--- config.mk ---
export PLATFORM = sky130hd
export DESIGN_NAME = ma_stage
export DESIGN_NICKNAME = d
export VERILOG_FILES = /design/src/rtl/ma_stage.sv
export SDC_FILE = /design/constraint.sdc
export NUM_CORES = 1
export LEC_CHECK = 0
export ABC_AREA = 1
export CAP_MARGIN = 5
export CORE_MARGIN = 2
export CORE_UTILIZATION = 45
export DETAILED_ROUTE_END_ITERATION = 7
export PLACE_DENSITY = 0.8
export SLEW_MARGIN = 10
export SYNTH_ARGS = -nofsm -noshare
export SYNTH_HDL_FRONTEND = slang
export SYNTH_SLANG_ARGS = --single-unit
export TNS_END_PERCENT = 20
--- constraint.sdc ---
create_clock -name clk -period 7.39 [get_ports clk]
set_input_delay 1.8475 -clock clk [delete_from_list [all_inputs] [get_ports clk]]
set_output_delay 1.8475 -clock clk [all_outputs]
set_load 0.01 [all_outputs]
--- src/rtl/ma_stage.sv ---
// ma_stage: memory-access pipeline stage. It issues lw/sw over a req/ack handshake,
// stalls the pipeline while an access is outstanding, and aborts after TIMEOUT wait cycles.
// Build option: define MA_ALIGN_CHECK_EN to reject word-misaligned memops without a request.
`default_nettype none

module ma_stage #(
    parameter int          TIMEOUT  = 16,
    parameter logic [31:0] ERR_DATA = 32'hFFFF_FFFF
) (
    input  logic        clk,
    input  logic        reset,
    input  logic [73:0] EXResult,
    output logic [73:0] MAResult,
    output logic        delay,
    output logic        mem_req,
    output logic        mem_we,
    output logic [31:0] mem_addr,
    output logic [31:0] mem_wdata,
    input  logic [31:0] mem_rdata,
    input  logic        mem_ack,
    output logic        mem_err
);

    localparam logic [3:0] c_OP_LW   = 4'b1000;
    localparam logic [3:0] c_OP_SW   = 4'b1001;
    localparam logic [7:0] c_TO_LAST = 8'(TIMEOUT - 1);

    typedef enum logic [0:0] {
        S_IDLE = 1'b0,
        S_WAIT = 1'b1
    } state_t;

    state_t      r_state;
    logic [73:0] r_ma;
    logic        r_req;
    logic        r_we;
    logic [31:0] r_addr;
    logic [31:0] r_wdata;
    logic        r_err;
    logic [7:0]  r_cnt;
    logic [3:0]  r_op;
    logic [4:0]  r_dest;

    logic        w_valid;
    logic [3:0]  w_op;
    logic [4:0]  w_dest;
    logic [31:0] w_answer;
    logic        w_memop;
    logic        w_misalign;
    logic        w_issue;
    logic        w_timeout;
    logic [31:0] w_done_data;

    assign w_valid  = EXResult[73];
    assign w_op     = EXResult[72:69];
    assign w_dest   = EXResult[68:64];
    assign w_answer = EXResult[63:32];
    assign w_memop  = (w_op == c_OP_LW) || (w_op == c_OP_SW);

`ifdef MA_ALIGN_CHECK_EN
    assign w_misalign = (r_state == S_IDLE) && w_valid && w_memop && (w_answer[1:0] != 2'b00);
`else
    assign w_misalign = 1'b0;
`endif

    assign w_issue   = (r_state == S_IDLE) && w_valid && w_memop && !w_misalign;
    assign w_timeout = (r_state == S_WAIT) && (r_cnt == c_TO_LAST) && !mem_ack;

    // Ack has priority over a coincident timeout, so no error is flagged in that case.
    always_comb begin
        w_done_data = 32'h0;
        if (r_op == c_OP_LW) begin
            w_done_data = mem_ack ? mem_rdata : ERR_DATA;
        end
    end

    // Gated by reset so the stall drops the moment reset is asserted.
    assign delay = !reset &&
                   (w_issue || ((r_state == S_WAIT) && !mem_ack && !w_timeout));

    always_ff @(posedge clk or posedge reset) begin
        if (reset) begin
            r_state <= S_IDLE;
            r_ma    <= 74'h0;
            r_req   <= 1'b0;
            r_we    <= 1'b0;
            r_addr  <= 32'h0;
            r_wdata <= 32'h0;
            r_err   <= 1'b0;
            r_cnt   <= 8'h0;
            r_op    <= 4'h0;
            r_dest  <= 5'h0;
        end else begin
            case (r_state)
                S_IDLE: begin
                    if (w_issue) begin
                        r_op     <= w_op;
                        r_dest   <= w_dest;
                        r_req    <= 1'b1;
                        r_we     <= (w_op == c_OP_SW);
                        r_addr   <= w_answer;
                        r_wdata  <= EXResult[31:0];
                        r_cnt    <= 8'h0;
                        r_ma[73] <= 1'b0;
                        r_state  <= S_WAIT;
                    end else if (w_misalign) begin
                        r_ma  <= {1'b1, w_op, w_dest, w_answer,
                                  (w_op == c_OP_LW) ? ERR_DATA : 32'h0};
                        r_err <= 1'b1;
                    end else begin
                        r_ma <= {w_valid, w_op, w_dest, w_answer, 32'h0};
                    end
                end
                S_WAIT: begin
                    if (mem_ack || w_timeout) begin
                        r_req   <= 1'b0;
                        r_ma    <= {1'b1, r_op, r_dest, r_addr, w_done_data};
                        r_state <= S_IDLE;
                        if (!mem_ack) begin
                            r_err <= 1'b1;
                        end
                    end else if (r_cnt != 8'hFF) begin
                        r_cnt <= r_cnt + 8'h1;
                    end
                end
                default: r_state <= S_IDLE;
            endcase
        end
    end

    assign MAResult  = r_ma;
    assign mem_req   = r_req;
    assign mem_we    = r_we;
    assign mem_addr  = r_addr;
    assign mem_wdata = r_wdata;
    assign mem_err   = r_err;

endmodule

`default_nettype wire

# Word-level counts from Yosys, hierarchy flattened
# Cells that the tools add are included.
[word_totals]
reg_bits = 159
output_inout_bits = 142
word_cells = 61
[classes]
add_sub_neg = 1
n_eq_ne = 11
mux = 19
bitwise = 1
n_reduce_logical = 18
[op_table]
columns = ["cell", "count"]
rows = [
  ["74-bit case mux with 2 select lines", 1],
  ["74-bit 2-to-1 mux", 1],
  ["73-bit 2-to-1 mux", 1],
  ["32-bit 2-to-1 mux", 2],
  ["8-bit 2-to-1 mux", 3],
  ["8-bit case mux with 2 select lines", 1],
  ["4-bit == test, second input constant", 3],
  ["8-bit by 1-bit adder with 8-bit output, second input constant", 1],
  ["8-bit by 4-bit == test with 1-bit output, second input constant", 1],
  ["1-bit 2-to-1 mux", 8],
  ["2-bit inequality test, second input constant", 4],
  ["8-bit inequality test, second input constant", 1],
  ["1-bit logical AND", 7],
  ["2-bit AND reduction", 3],
  ["3-bit AND reduction", 2],
  ["2-bit by 1-bit inequality test with 1-bit output, second input constant", 2],
  ["1-bit case mux with 2 select lines", 2],
  ["1-bit zero test", 3],
  ["1-bit logical OR", 3],
  ["1-bit NOT", 1],
]

# Longest topological paths before layout
# Gate-level depths: netlist of run 1.
[logic_depth]
ltp_word = 7
depth_mapped = 9
mapped_depth_nobuf = 9

# Least setup slack after synthesis of run 1
# No wires, ideal clock.
[synth_timing]
path_kind = "in2out"
startpoint = "input port EXResult[70]"
endpoint = "output port delay"
arrival_time_ns = 2.723
slack_ns = 2.820
stages = 5
n_path_buf = 2
cell_sequence = "nor2_1 nand3_2 buf_2 clkbuf_1 a21oi_1"
[synth_between]
elab_chain_cells = 5
[synth_rtl]
columns = ["element", "line", "rtl"]
rows = [
  ["from (decl)", "12", "input logic [73:0] EXResult,"],
  ["4-bit == test, on equally long branches", "--", ""],
  ["1-bit logical OR (*)", "58", "assign w_memop = (w_op == c_OP_LW) || (w_op == c_OP_SW);"],
  ["1-bit logical AND (*)", "66", "assign w_issue = (r_state == S_IDLE) && w_valid && w_memop && !w_misalign;"],
  ["1-bit logical OR (*)", "79", "(w_issue || ((r_state == S_WAIT) && !mem_ack && !w_timeout));"],
  ["1-bit logical AND (*)", "78", "assign delay = !reset &&"],
  ["to (decl)", "14", "output logic delay,"],
]
# Mark *: on every way between the ends. The rest lies on a longest branch, timed or not.

# Final worst setup path of run 1
[layout_timing]
startpoint = "input port mem_ack"
endpoint = "output port delay"
[layout_between]
elab_chain_cells = 6
[layout_rtl]
columns = ["element", "line", "rtl"]
rows = [
  ["from (decl)", "20", "input logic mem_ack,"],
  ["1-bit zero test (*)", "--", ""],
  ["1-bit logical AND", "67", "assign w_timeout = (r_state == S_WAIT) && (r_cnt == c_TO_LAST) && !mem_ack;"],
  ["1-bit zero test", "79", ""],
  ["1-bit logical AND (*)", "79", ""],
  ["1-bit logical OR (*)", "79", ""],
  ["1-bit logical AND (*)", "78", ""],
]
# Marked as above.

==> flow_metrics.py, run 1 <==
metrics = {
    "drt": {
        "wl_per_cell_microns": 14.36,
        "via_per_inst": 4.886,
        "first_iter_violations": 439,
        "drtPass1Iterations": 5,
        "finalWirelength_mm": 19.22,
        "vias": 6537,
        "drc_errors": 0,
        "drtAntennaViolNets": 0,
    },
    "setup_path": {
        "rr_worst_depth": 8,
        "required_ps": 5540,
        "crit_fanout": 34,
        "r2r-start": "r_state",
        "worst_r2r_endpoint": "MAResult[72]",
        "timing.reg2reg.setup_slack_ps": 3930,
        "critPathKind": "in -> out",
        "cp_data_arrival_time_ps": 3610,
        "worst_setup_path_end_kind": "output port",
        "cp-start-kind": "primary input",
    },
    "grt": {
        "first_global_vias": 6167,
        "grt_max_degree": 109,
        "grt_util_all_layers_pct": 22.92,
        "antenna_found_initial": 0,
        "grt_overflow": 0,
        "grt_pass1_wl_mm": 30.77,
    },
    "clock_tree": {
        "clkTransAtPathRegs_ps": 60,
        "post_cts_buffers": 0,
        "cts-buffers-inserted": 17,
        "post_cts_resized": 0,
        "cts_sinks": 159,
        "clockRootBuffer": "clkbuf_16",
        "tritoncts": "done",
        "cts_hold_buf": 0,
        "insertion_delay_ps": 420,
        "clockBufferDepth": 2,
        "cts_max_level": 4,
    },
    "die": {
        "start_util_pct": 46.49,
        "io_pins": 251,
        "die_h_microns": 129.8,
        "die-area_sq_um": 16840,
        "coreArea_sq_um": 15310,
        "rows": 45,
        "die_w_microns": 129.8,
    },
    "sta": {
        "slew_headroom_pct": 32.18,
        "period_needed_ps": 5458,
        "fin_skew_ps": 10.25,
        "fmax_mhz": 183.2,
        "hold_ws_ps": 466.2,
        "rsz0062_at_grt": "no",
        "hold_viol": 0,
        "layout_setup_ws_ps": 1932,
        "finalMaxSlewViolations": 0,
        "finalSetupViolCount": 0,
        "finalCritPeriodShare_pct": 73.85,
        "max_slew.worst_pin.slew_ps": 1011,
        "tns_ps": 0,
    },
    "worst_hold_path": {
        "hp-class": "reg -> reg",
        "worstHoldStart": "MAResult[64]",
        "min_path_cells": 2,
        "holdPathEnd": "MAResult[64]",
    },
    "power_and_ir_drop": {
        "intPower_uw": 1775,
        "p_switching_uw": 663.9,
        "p_clk_share_pct": 35.4,
        "irDropWorstVdd_v": 0.0001518,
        "p_sw_share_pct": 27.23,
        "seqPwrFrac_pct": 43.1,
        "p_leak_uw": 0.004980,
        "power_uw": 2438,
        "p_comb_share_pct": 21.5,
        "power_density_nw_per_um2": 238.6,
    },
    "status": {
        "status": "finished, final reports clean",
    },
    "layout": {
        "area_growth_pct": 43.57,
        "antennaDiodeCount": 0,
        "nets": 1224,
        "fin_area_sq_um": 10220,
        "drive_above_1_share_pct": 4.170,
    },
    "place": {
        "numPortBuffers": 250,
        "place_worst_setup_slack_ps": 1929,
        "place.gp.congestion": 0.8397,
        "hpwl_mm": 12.59,
        "placed_area_sq_um": 9638,
    },
    "synthesis": {
        "ys_seq_area_share_pct": 55.89,
        "syn_inst": 893,
        "syn_avg_cell_area_sq_um": 7.972,
        "synth_top_area_share_pct": 55.89,
        "synthTopCellsByArea": "dfrtp_1 56%, nand2_1 19%, nand3_1 6.1%",
        "synth_cell_types": 21,
        "synthesis.area_sq_um": 7119,
        "synth-seq-cells": 159,
        "synth_top_cell_by_area": "dfrtp_1",
        "ys_warn_count": 0,
        "syn_nets": 1003,
    },
    "run": {
        "cap_violations": 0,
    },
}
==> metrics by stage <==
| step | utilization [%] | cells |
|---|---|---|
| after floorplan | - | 893 |
| after global placement | 62.93 | 1306 |
| after detailed placement | 62.93 | 1306 |
| after CTS | 66.74 | 1338 |
| after global routing | 66.74 | 1338 |
| final | 66.74 | 1338 |
==> layer usage <==
| metal | share of wire, % | global-route usage (%) | wire length, microns |
|---|---|---|---|
| met2 | 47 | 36.06 | 9118 |
| met1 | 44 | 31.37 | 8394 |
| met4 | 2.4 | 7.590 | 465 |
| met5 | 0 | 0 | 0 |
| met3 | 6.5 | 5.617 | 1241 |
==> area by class of cell <==
cell class	instances	area, sq um
multi-input cells	625	2628
clock inverters	13	140.1
flip-flops and latches	159	3980
clock buffers	19	442.9
repair buffers	258	2562
well taps	211	264.0
fillers	1286	5094
inverters	53	203.9
==> power by group through the flow <==
stage / clock network, uW / logic [uW] / registers [uW]
global route: 912 / 573 / 1070
detailed placement: 0 / 529 / 1060
finish: 862 / 524 / 1050
floorplan: 0 / 163 / 1110
CTS: 876 / 531 / 1050
global placement: 0 / 519 / 1060
==> worst max-delay path by stage <==
stage / from / to / slack (ps) / cells after the start
floorplan: reset / MAResult[0] / 1250 / 1
global placement: mem_ack / delay / 1950 / 6
detailed placement: mem_ack / delay / 1930 / 6
CTS: mem_ack / delay / 1930 / 6
global route: mem_ack / delay / 1830 / 6
finish: mem_ack / delay / 1930 / 6
==> critical path, stage by stage <==
cell             delay [ps]
clkdlybuf4s50_1         460
clkinv_1                 60
buf_4                   350
o211ai_4                130
a21oi_1                 160
clkdlybuf4s50_1         610
==> state kept, by name (all words and copies together), names as in the netlist, 4 cells and up <==
register	cells
MAResult	74
mem_addr	32
mem_wdata	32
r_cnt	8
r_dest	5
r_op	4
==> cells in the final DEF (no fill, tap or decap), drive strengths merged <==
master,n
nor2,82
o21bai,1
nor3,2
a31o,1
a21oi,2
ha,1
nor3b,2
nand3,89
bufinv,2
clkinv,5
o21ai,79
inv,52
dfrtp,159
clkinvlp,7
o211ai,1
clkbuf,19
clkdlybuf4s50,250
buf,8
nand2,365
==> cell usage after synthesis, drive strengths merged <==
| cell type | instances |
|---|---|
| nor3b | 2 |
| buf | 33 |
| nor3 | 2 |
| a31o | 1 |
| o21bai | 1 |
| clkbuf | 23 |
| dfrtp | 159 |
| nor2 | 82 |
| ha | 1 |
| nand3 | 89 |
| nand2 | 365 |
| inv | 51 |
| o211ai | 1 |
| o21ai | 79 |
| a21oi | 2 |
| clkinv | 2 |
==> logic make-up after synthesis <==
logic type	Yosys count	synth area share, %
AOI/OAI and AO/OA	84	6.151
adders and majority gates	1	0.1757
buffers and inverters	109	7.469
DFF	159	55.89
and+or+nand+nor	540	30.32
Note: power is estimated with default switching activity, not from simulation.
==> run 2, diff against run 1 <==
==> constraint.sdc (replaced) <==
create_clock -name clk -period 5.2 [get_ports clk]
set_input_delay 1.3 -clock clk [delete_from_list [all_inputs] [get_ports clk]]
set_output_delay 1.3 -clock clk [all_outputs]
set_load 0.01 [all_outputs]
==> run 2 against run 1 <==
Critical path depth is the same. Sequential power is 43% higher. Non-clock buffer count up 2. Hold slack is essentially flat. Clock power rose by 47%. Sequential share of layout area is 0.23 points lower. Largest power group unchanged. Highest routed layer unchanged.
==> flow_metrics.py, run 2 (synthesized netlist as in run 1, its figures left out) <==
metrics = {
    "setup_path": {
        "required_ps": 3900,
        "crit_path_start": "EXResult[72]",
        "crit_fanout": 2,
        "r2r-start": "r_state",
        "critPathKind": "in -> out",
        "cp_data_arrival_time_ps": 2850,
        "cp-start-kind": "primary input",
        "worst_setup_path_end_kind": "output port",
    },
    "grt": {
        "antenna_found_initial": 0,
        "grt_overflow": 0,
        "grt_util_all_layers_pct": 22.41,
        "grt_pass1_wl_mm": 29.92,
        "first_global_vias": 6028,
        "grt_max_degree": 187,
    },
    "place": {
        "place.gp.congestion": 0.8104,
        "placedCellCount": 1308,
        "placed_area_sq_um": 9677,
        "place_worst_setup_slack_ps": 1052,
        "hpwl_mm": 12.24,
        "numPortBuffers": 250,
    },
    "die": {
        "die-area_sq_um": 16840,
        "io_pins": 251,
        "coreArea_sq_um": 15310,
        "die_h_microns": 129.8,
        "die_w_microns": 129.8,
        "rows": 45,
        "start_util_pct": 46.49,
    },
    "drt": {
        "first_iter_violations": 448,
        "via_per_inst": 4.867,
        "drc_errors": 0,
        "drtPass1Iterations": 5,
        "finalWirelength_mm": 18.93,
        "drtAntennaViolNets": 0,
        "wl_per_cell_microns": 14.13,
        "vias": 6522,
    },
    "clock_tree": {
        "cts_max_level": 4,
        "cts-buffers-inserted": 17,
        "clockRootBuffer": "clkbuf_16",
        "tritoncts": "done",
        "cts_hold_buf": 0,
        "clkTransAtPathRegs_ps": 60,
        "insertion_delay_ps": 420,
        "post_cts_resized": 0,
        "cts_sinks": 159,
        "clockBufferDepth": 2,
        "post_cts_buffers": 0,
    },
    "run": {
        "cap_violations": 0,
    },
    "layout": {
        "layout.cells.non_filler": 1340,
        "antennaDiodeCount": 0,
        "layout_common_cells": "364 x nand2_1, 250 x clkdlybuf4s50_1, 158 x dfrtp_1, 87 x nand3_1, 82 x nor2_1",
        "area_growth_pct": 44.43,
        "fin_area_sq_um": 10280,
        "nets": 1226,
        "largest_reg_flops": 74,
        "final_common_cell": "nand2_1",
        "drive_above_1_share_pct": 4.340,
    },
    "power_and_ir_drop": {
        "seqPwrFrac_pct": 42.6,
        "irDropWorstVdd_v": 0.0002371,
        "p_sw_share_pct": 26.66,
        "p_clk_share_pct": 36.2,
        "p_switching_uw": 935.6,
        "p_leak_uw": 0.005023,
        "power_density_nw_per_um2": 341.3,
        "intPower_uw": 2574,
        "p_comb_share_pct": 21.2,
    },
    "sta": {
        "finalSetupViolCount": 0,
        "hold_ws_ps": 466.1,
        "fin_skew_ps": 11.22,
        "tns_ps": 0,
        "hold_viol": 0,
        "finalMaxSlewViolations": 0,
        "fmax_mhz": 240.8,
        "layout_setup_ws_ps": 1047,
        "rsz0062_at_grt": "no",
        "finalCritPeriodShare_pct": 79.87,
        "max_slew.worst_pin.slew_ps": 820.6,
        "slew_headroom_pct": 45.29,
        "period_needed_ps": 4153,
    },
    "status": {
        "status": "finished, final reports clean",
    },
    "worst_hold_path": {
        "hp-class": "reg -> reg",
        "worstHoldStart": "MAResult[47]",
    },
}
-- run 2: cell types whose count changed in the layout (fill, tap and decap cells not counted), sizes merged --
| cell | delta |
|---|---|
| buf | +2 |
| bufinv | +1 |
| clkinv | +3 |
| clkinvlp | -3 |
| inv | -1 |
-- run 2: final timing paths --
path / to / slack, ps / cells after the start
min reg2reg: MAResult[47] / 470 / 2
max: delay / 1050 / 6
min in group asynchronous: r_op[0] / 1420 / 3
max reg2reg: r_op[0] / 2720 / 7
min: MAResult[47] / 470 / 2
max in group asynchronous: MAResult[30] / 3180 / 3
-- run 2: cell type report --
| class | count | area [sq um] |
|---|---|---|
| Timing Repair Buffer | 260 | 2603 |
| Fill cell | 1260 | 5032 |
| Multi-Input combinational cell | 625 | 2628 |
| Clock inverter | 13 | 162.7 |
| Sequential cell | 159 | 3980 |
| Tap cell | 211 | 264.0 |
| Inverter | 53 | 202.7 |
| Clock buffer | 19 | 442.9 |
-- run 2: power by group through the flow --
stage | combinational [uW] | sequential (uW) | clock [uW]
after global placement | 740 | 1510 | 0
after global routing | 812 | 1520 | 1340
after detailed placement | 753 | 1510 | 0
after floorplan | 232 | 1580 | 0
final | 744 | 1500 | 1270
after CTS | 756 | 1500 | 1290
-- run 2: metal layers --
metal	global-route usage (%)	vias up	wire length (microns)
met5	0	-	0
met3	5.084	31	1095
met1	29.81	3047	8116
met2	36.16	217	9287
li1	-	3227	-
met4	8.349	0	433
-- run 2: per-stage QoR --
stage	total power (uW)	utilization, %
finish	3509	67.14
global route	3672	67.14
CTS	3543	67.14
detailed placement	2267	63.19
global placement	2251	63.19
floorplan	1809	-
-- run 2: critical path: stages --
cell             delay (ps)
clkdlybuf4s50_1         450
inv_1                    50
nor2_1                  160
nand3_4                 120
a21oi_1                 160
clkdlybuf4s50_1         620
==> run 3, diff against run 2 <==
==> constraint.sdc (replaced) <==
create_clock -name clk -period 4.1 [get_ports clk]
set_input_delay 1.025 -clock clk [delete_from_list [all_inputs] [get_ports clk]]
set_output_delay 1.025 -clock clk [all_outputs]
set_load 0.01 [all_outputs]
==> run 3 against run 2 <==
Sequential cell count unchanged. Non-clock buffer count up 2. Critical path depth unchanged. Hold slack better by 2.9 ps. Routed wire length up 1.0%. Clock power up 26%. Global-route usage up 0.53 points. First-iteration DRC count up 10%. Utilization up 0.16 points. Cell area up 0.23%. Combinational power up 28%. Critical path type unchanged. Largest cell class unchanged. Highest routed layer unchanged.
==> flow_metrics.py, run 3 (synthesized netlist as in run 1, its figures left out) <==
metrics = {
    "die": {
        "start_util_pct": 46.49,
        "die_h_microns": 129.8,
        "die-area_sq_um": 16840,
        "rows": 45,
        "io_pins": 251,
        "coreArea_sq_um": 15310,
        "die_w_microns": 129.8,
    },
    "place": {
        "place.gp.congestion": 0.8044,
        "place_worst_setup_slack_ps": 483.5,
        "placedCellCount": 1310,
        "numPortBuffers": 250,
        "hpwl_mm": 12.69,
    },
    "sta": {
        "tns_ps": 0,
        "layout_setup_ws_ps": 470.8,
        "hold_viol": 0,
        "fmax_mhz": 275.5,
        "fin_skew_ps": 8.333,
        "finalCritPeriodShare_pct": 88.52,
        "rsz0062_at_grt": "no",
        "max_slew.worst_pin.slew_ps": 790.5,
        "finalSetupViolCount": 0,
        "finalMaxSlewViolations": 0,
        "hold_ws_ps": 469.0,
        "period_needed_ps": 3629,
        "slew_headroom_pct": 47.30,
    },
    "clock_tree": {
        "clkTransAtPathRegs_ps": 60,
        "cts_sinks": 159,
        "cts_hold_buf": 0,
        "clockRootBuffer": "clkbuf_16",
        "post_cts_buffers": 0,
        "cts_max_level": 4,
        "insertion_delay_ps": 420,
        "clockBufferDepth": 2,
        "tritoncts": "done",
        "cts-buffers-inserted": 17,
        "post_cts_resized": 0,
    },
    "power_and_ir_drop": {
        "seqPwrFrac_pct": 42.7,
        "p_switching_uw": 1188,
        "p_leak_uw": 0.005036,
        "irDropWorstVdd_v": 0.0002896,
        "intPower_uw": 3257,
        "p_clk_share_pct": 36.0,
        "p_comb_share_pct": 21.4,
        "power_density_nw_per_um2": 431.3,
        "power_uw": 4445,
        "p_sw_share_pct": 26.74,
    },
    "setup_path": {
        "required_ps": 3070,
        "cp_data_arrival_time_ps": 2600,
        "rr_worst_depth": 8,
        "worst_setup_path_end_kind": "output port",
        "critPathKind": "in -> out",
        "cp-start-kind": "primary input",
        "crit_fanout": 2,
    },
    "layout": {
        "nets": 1228,
        "largest_reg_flops": 74,
        "drive_above_1_share_pct": 4.598,
        "final_common_cell": "nand2_1",
        "area_growth_pct": 44.76,
        "layout_common_cells": "364 x nand2_1, 250 x clkdlybuf4s50_1, 158 x dfrtp_1, 87 x nand3_1, 82 x nor2_1",
        "layout.cells.non_filler": 1343,
        "fillerInstances": 1272,
    },
    "grt": {
        "grt_max_degree": 187,
        "grt_overflow": 0,
        "first_global_vias": 6054,
        "grt_pass1_wl_mm": 30.49,
        "antenna_found_initial": 1,
        "grt_util_all_layers_pct": 22.94,
    },
    "worst_hold_path": {
        "hp-class": "reg -> reg",
        "min_path_cells": 2,
    },
    "drt": {
        "via_per_inst": 4.820,
        "drtPass1Iterations": 5,
        "drtAntennaViolNets": 0,
        "drc_errors": 0,
        "vias": 6473,
        "wl_per_cell_microns": 14.24,
        "first_iter_violations": 494,
        "finalWirelength_mm": 19.13,
    },
    "run": {
        "cap_violations": 0,
    },
    "status": {
        "status": "finished, final reports clean",
    },
}
## run 3: changes by cell type in the layout (fill, tap and decap cells not counted)
cell	delta
buf_4	+2
bufinv_16	-1
clkbuf_1	-1
clkbuf_8	+3
clkinv_2	-2
clkinv_4	+1
diode_2	+1
## run 3: path summary, 6_finish.rpt
| kind | start | to | slack [ps] |
|---|---|---|---|
| worst min-delay path | MAResult[25] | MAResult[25] | 470 |
| worst max-delay path | EXResult[72] | delay | 470 |
| max in group asynchronous | reset | MAResult[39] | 2390 |
| worst max register to register | r_state | r_cnt[6] | 1690 |
| worst min register to register | MAResult[25] | MAResult[25] | 470 |
| min in group asynchronous | reset | r_op[2] | 960 |
## run 3: critical path, cell delays in order
cell and delay [ps]:
clkdlybuf4s50_1 460, inv_1 50, nor2_1 160, nand3_4 110
a21oi_1 170, clkdlybuf4s50_1 630
## run 3: cell type report
type | instances | area, sq um | share of cell area [%]
inverter | 53 | 202.7 | 1.967
multi-input combinational | 625 | 2628 | 25.49
timing repair buffer | 262 | 2618 | 25.40
tap | 211 | 264.0 | 2.562
clock buffer | 21 | 480.5 | 4.662
antenna | 1 | 2.502 | 0.02428
clock inverter | 11 | 131.4 | 1.275
sequential | 159 | 3980 | 38.62
## run 3: power by group through the flow
stage | clock (uW) | sequential [uW] | combinational (uW)
finish | 1600 | 1900 | 949
global route | 1690 | 1920 | 1040
CTS | 1630 | 1900 | 964
detailed placement | 0 | 1920 | 959
global placement | 0 | 1920 | 941
floorplan | 0 | 2000 | 294
## run 3: through the flow
stage	util, %	instance area (sq um)
floorplan	-	7123
global placement	63.28	9692
detailed placement	63.28	9692
CTS	67.28	10300
global route	67.30	10310
finish	67.30	10310
## run 3: metal layers
metal,global-route usage [%],vias up,wire [microns]
li1,-,3238,-
met1,31.12,2976,8103
met2,35.97,222,9165
met3,5.330,37,1236
met4,9.108,0,620
met5,0,-,0
==> patch 1, RTL diff (config.mk and constraints of run 2) <==
Register the output `mem_err` once more; this adds one clock of latency there. The other outputs are not delayed to match.
--- a/src/rtl/ma_stage.sv
+++ b/src/rtl/ma_stage.sv
@@ -135,3 +135,5 @@
     assign mem_wdata = r_wdata;
-    assign mem_err   = r_err;
+    always_ff @(posedge clk) begin
+        mem_err <= r_err;
+    end
 
Function: no difference found for any inputs over 4 cycles, from zero or initial values and one cycle with reset high; that may be too few to reach the edited logic, so the function may still have changed.
==> patch 1 against run 2 <==
Wire length rose by 4.7%; cell area up 1.2%; worst setup slack got worse by 0.046 ns; synthesized area is 0.28% higher; fmax is 1.1% lower; first-iteration DRC count is 2.0% higher; sequential cell count up 1; non-clock buffer count grew 1; core utilization fell by 0.90 points; power grew 5.3%; largest power group unchanged; highest routed layer unchanged.
==> patch 1: results <==
export IMPL_drt_pass1_iter_count=6
export IMPL_placed_cell_area_mm2=0.00970
export IMPL_drive_above_1_share_pct=4.42
export IMPL_route_vias_total=6646
export IMPL_nFillCells=1292
export IMPL_slowest_delay_ns=0.64
export IMPL_hold_path_end="mem_err"
export IMPL_grt_start_max_net_pins=96
export IMPL_reg2reg_from="r_state"
export IMPL_reg2regPathDepth=8
export IMPL_holdWs_ns=0.378
export IMPL_synthTopCellsByArea="dfrtp_1 (56%), nand2_1 (19%), nand3_1 (6.1%)"
export IMPL_leakage_nw=5.07
export IMPL_fin_skew_ns=0.00882
export IMPL_place_ws_ns=0.839
export IMPL_ys_seq_area_share_pct=56.0
export IMPL_status="finished, final reports clean"
export IMPL_p_sw_share_pct=25.8
export IMPL_hpwl_um=12700
export IMPL_stdcell_area_mm2=0.0104
export IMPL_yosysUniqueCellTypes=22
export IMPL_avgRoutedWirePerCell_um=14.7
export IMPL_r2r_end="mem_wdata[29]"
export IMPL_gp_congestion=0.834
export IMPL_cts_resized=0
export IMPL_placed_cells=1314
export IMPL_async_flop_share_pct=99.4
export IMPL_cp_arrival_ns=2.90
export IMPL_cpMaxStageDelayCell="clkdlybuf4s50_1"
export IMPL_grt_total_usage_pct=23.6
export IMPL_hold_depth=0
export IMPL_grt_pass1_wl_um=31300
export IMPL_max_slew_margin_pct=38.5
export IMPL_r2r_slack_ns=1.92
export IMPL_synth_cells=894
export IMPL_grt_pass1_vias=6149
export IMPL_drtIter0Drc=457
export IMPL_hold_path_startpoint="r_err"
export IMPL_syn_nets=1004
export IMPL_vias_per_cell=4.93
export IMPL_cts_root_buffer="clkbuf_16"
export IMPL_nets=1228
export IMPL_worst_ir_drop_vdd_uv=222
-- patch 1: changes by cell type in the layout (fill, tap and decap cells not counted) --
cell / change
bufinv_16: +3
clkinv_2: -3
buf_12: +1
clkbuf_8: +1
clkinv_4: -1
dfxtp_1: +1
-- patch 1: worst max path at each step --
stage	from	to	slack, ns	cells past startpoint
after floorplan	EXResult[70]	delay	1.72	5
after global placement	EXResult[70]	mem_wdata[21]	0.93	9
after detailed placement	EXResult[70]	r_op[0]	0.84	8
after CTS	EXResult[72]	delay	1.01	6
after global routing	EXResult[72]	delay	0.88	6
final	EXResult[72]	delay	1.00	6
-- patch 1: power groups by stage --
stage | registers [mW] | clock network, mW | logic [mW]
finish | 1.51 | 1.44 | 0.747
floorplan | 1.58 | 0 | 0.232
global placement | 1.52 | 0 | 0.736
global route | 1.53 | 1.52 | 0.817
detailed placement | 1.53 | 0 | 0.751
CTS | 1.51 | 1.46 | 0.755
-- patch 1: kinds of logic (layout without fill, tap and decap cells) --
group / count (synthesis) / after routing / share of synthesized area [%]
flops: 160 / 160 / 56.0
fa+ha+maj: 1 / 1 / 0.175
buf+inv: 109 / 346 / 7.45
simple gates: 540 / 540 / 30.2
compound gates: 84 / 84 / 6.13
-- patch 1: layout make-up --
type,count,area [um2],area share (%)
clock buffers,20,457,4.39
flip-flops and latches,160,4000,38.4
inverters,53,203,1.95
multi-input cells,625,2630,25.2
repair buffers,261,2620,25.2
well taps,216,270,2.60
clock inverters,12,229,2.20
-- patch 1: layer usage --
| layer | global-route usage [%] | part of all wire [%] | routed length, um |
|---|---|---|---|
| met5 | 0 | 0 | 0 |
| met4 | 7.72 | 1.6 | 308 |
| met3 | 5.66 | 6.0 | 1200 |
| met2 | 38.8 | 50 | 9880 |
| met1 | 30.9 | 43 | 8430 |
==> patch 2, RTL diff (flow settings as in run 2) <==
Made on the original files. Add a define of `MA_ALIGN_CHECK_EN`.
--- a/src/rtl/ma_stage.sv
+++ b/src/rtl/ma_stage.sv
@@ -4,2 +4,4 @@
 `default_nettype none
+
+`define MA_ALIGN_CHECK_EN
 
Formal check against the unedited RTL: not equivalent (Yosys sat finds a counterexample within 4 cycles, from zero or initial values and one cycle with reset high).
==> patch 2 against run 2 <==
Largest power group unchanged; power down 3.7%; synthesized area shrank 3.2%; critical path type unchanged; cell area shrank 1.7%; wire length down 2.0%; worst setup slack lost 0.17 ns; sequential cell count did not move; clock skew is 0.0044 ns lower.
==> patch 2: results <==
export IMPL_placed_cells=1222
export IMPL_avgRoutedWirePerCell_um=14.8
export IMPL_place_ws_ns=0.889
export IMPL_synthFlopType="dfrtp_1"
export IMPL_largest_register_ffs=74
export IMPL_hold_class="flip-flop to flip-flop"
export IMPL_cts_made_buffers=17
export IMPL_clkLatencyLatePin_ns=0.41
export IMPL_cp_arrival_ns=3.02
export IMPL_crit_family="buffers and inverters"
export IMPL_clk_pin_slew_worst_paths_ns=0.05
export IMPL_worst_ir_drop_vdd_uv=223
export IMPL_fin_skew_ns=0.00680
export IMPL_slowest_delay_ns=0.54
export IMPL_antenna_found_initial=0
export IMPL_htreeDepth=4
export IMPL_grt_start_max_net_pins=92
export IMPL_yosysWarnings=0
export IMPL_maxCapViolCount=0
export IMPL_grt_total_usage_pct=23.2
export IMPL_vias_per_cell=4.87
export IMPL_synth_commonest_cells="nand2_1 (404), dfrtp_1 (159), o21ai_0 (98)"
export IMPL_cpMaxStageDelayCell="clkdlybuf4s50_1"
export IMPL_async_flop_share_pct=100
export IMPL_n_antenna_cell=0
export IMPL_hpwl_um=12300
export IMPL_drt_pass1_iter_count=5
export IMPL_synthTopCellsByArea="dfrtp_1 (58%), nand2_1 (22%), o21ai_0 (7.1%)"
export IMPL_cts_resized=0
export IMPL_drive_above_1_share_pct=4.41
export IMPL_cts_root_buffer="clkbuf_16"
export IMPL_grt_pass1_vias=5949
export IMPL_worst_path_max_fanout=3
export IMPL_yosysUniqueCellTypes=23
export IMPL_synth_edf_count=0
export IMPL_synth_cells=820
export IMPL_clock_path_buffers=2
export IMPL_post_cts_setup_buffers=0
export IMPL_grt_pass1_wl_um=29800
export IMPL_drtIter0Drc=490
export IMPL_ys_seq_area_share_pct=57.7
export IMPL_gp_congestion=0.846
export IMPL_wl_um=18500
export IMPL_max_slew_margin_pct=36.0
export IMPL_leakage_nw=4.87
export IMPL_status="finished, final reports clean"
export IMPL_io_buffers=250
export IMPL_syn_nets=930
[patch 2: cell count changes in the layout (fill, tap and decap cells not counted), sizes merged, moves of 3 or more]
cell    delta
mux2i     +27
nand2     +40
inv       -24
clkinv     -3
o21ai     +19
nand3     -72
nor2      -56
a21oi      +3
[patch 2: worst min-delay path, delay by kind of cell, from the launching register on]
kind / cells / cell delay [ns]
flops: 1 / 0.34
simple gates: 2 / 0.10
[patch 2: per-layer routing]
| layer | part of all wire [%] | global-route usage [%] | up-vias |
|---|---|---|---|
| li1 | - | - | 3030 |
| met1 | 43 | 30.0 | 2848 |
| met2 | 47 | 36.7 | 194 |
| met3 | 7.0 | 6.51 | 33 |
| met4 | 2.7 | 10.1 | 0 |
| met5 | 0 | 0 | - |
[patch 2: power breakdown]
group	internal, mW	total [mW]	switching [mW]
clock	0.814	1.30	0.486
combinational	0.351	0.610	0.259
sequential	1.38	1.47	0.0924
[patch 2: area by class of cell]
type	instances	area, um2
well taps	188	235
clock buffers	21	450
inverters	28	109
clock inverters	11	164
flip-flops and latches	159	3980
repair buffers	261	2600
multi-input cells	586	2580
fillers	1248	4980
[patch 2: final timing paths]
path | start | endpoint | slack (ns) | cells after the start
worst max-delay path | EXResult[72] | delay | 0.88 | 8
worst min-delay path | MAResult[6] | MAResult[6] | 0.48 | 2
worst max register to register | r_state | MAResult[20] | 2.09 | 8
worst min register to register | MAResult[6] | MAResult[6] | 0.48 | 2
max in group asynchronous | reset | mem_addr[13] | 2.92 | 3
min in group asynchronous | reset | MAResult[8] | 1.42 | 2
[patch 2: cells by family after synthesis]
logic type / Yosys count / share of synthesized area [%]
compound gates: 106 / 7.80
fa+ha+maj: 1 / 0.181
buf+inv: 75 / 4.92
flops: 159 / 57.7
mux: 27 / 3.92
simple gates: 452 / 25.5
[patch 2: stage by stage]
| stage | cell area, um2 | utilization (%) |
|---|---|---|
| 3_3_place_gp | 9500 | 62.9 |
| 2_1_floorplan | 6900 | - |
| 4_1_cts | 10100 | 67.0 |
| 3_5_place_dp | 9500 | 62.9 |
| 6_report | 10100 | 67.0 |
| 5_1_grt | 10100 | 67.0 |
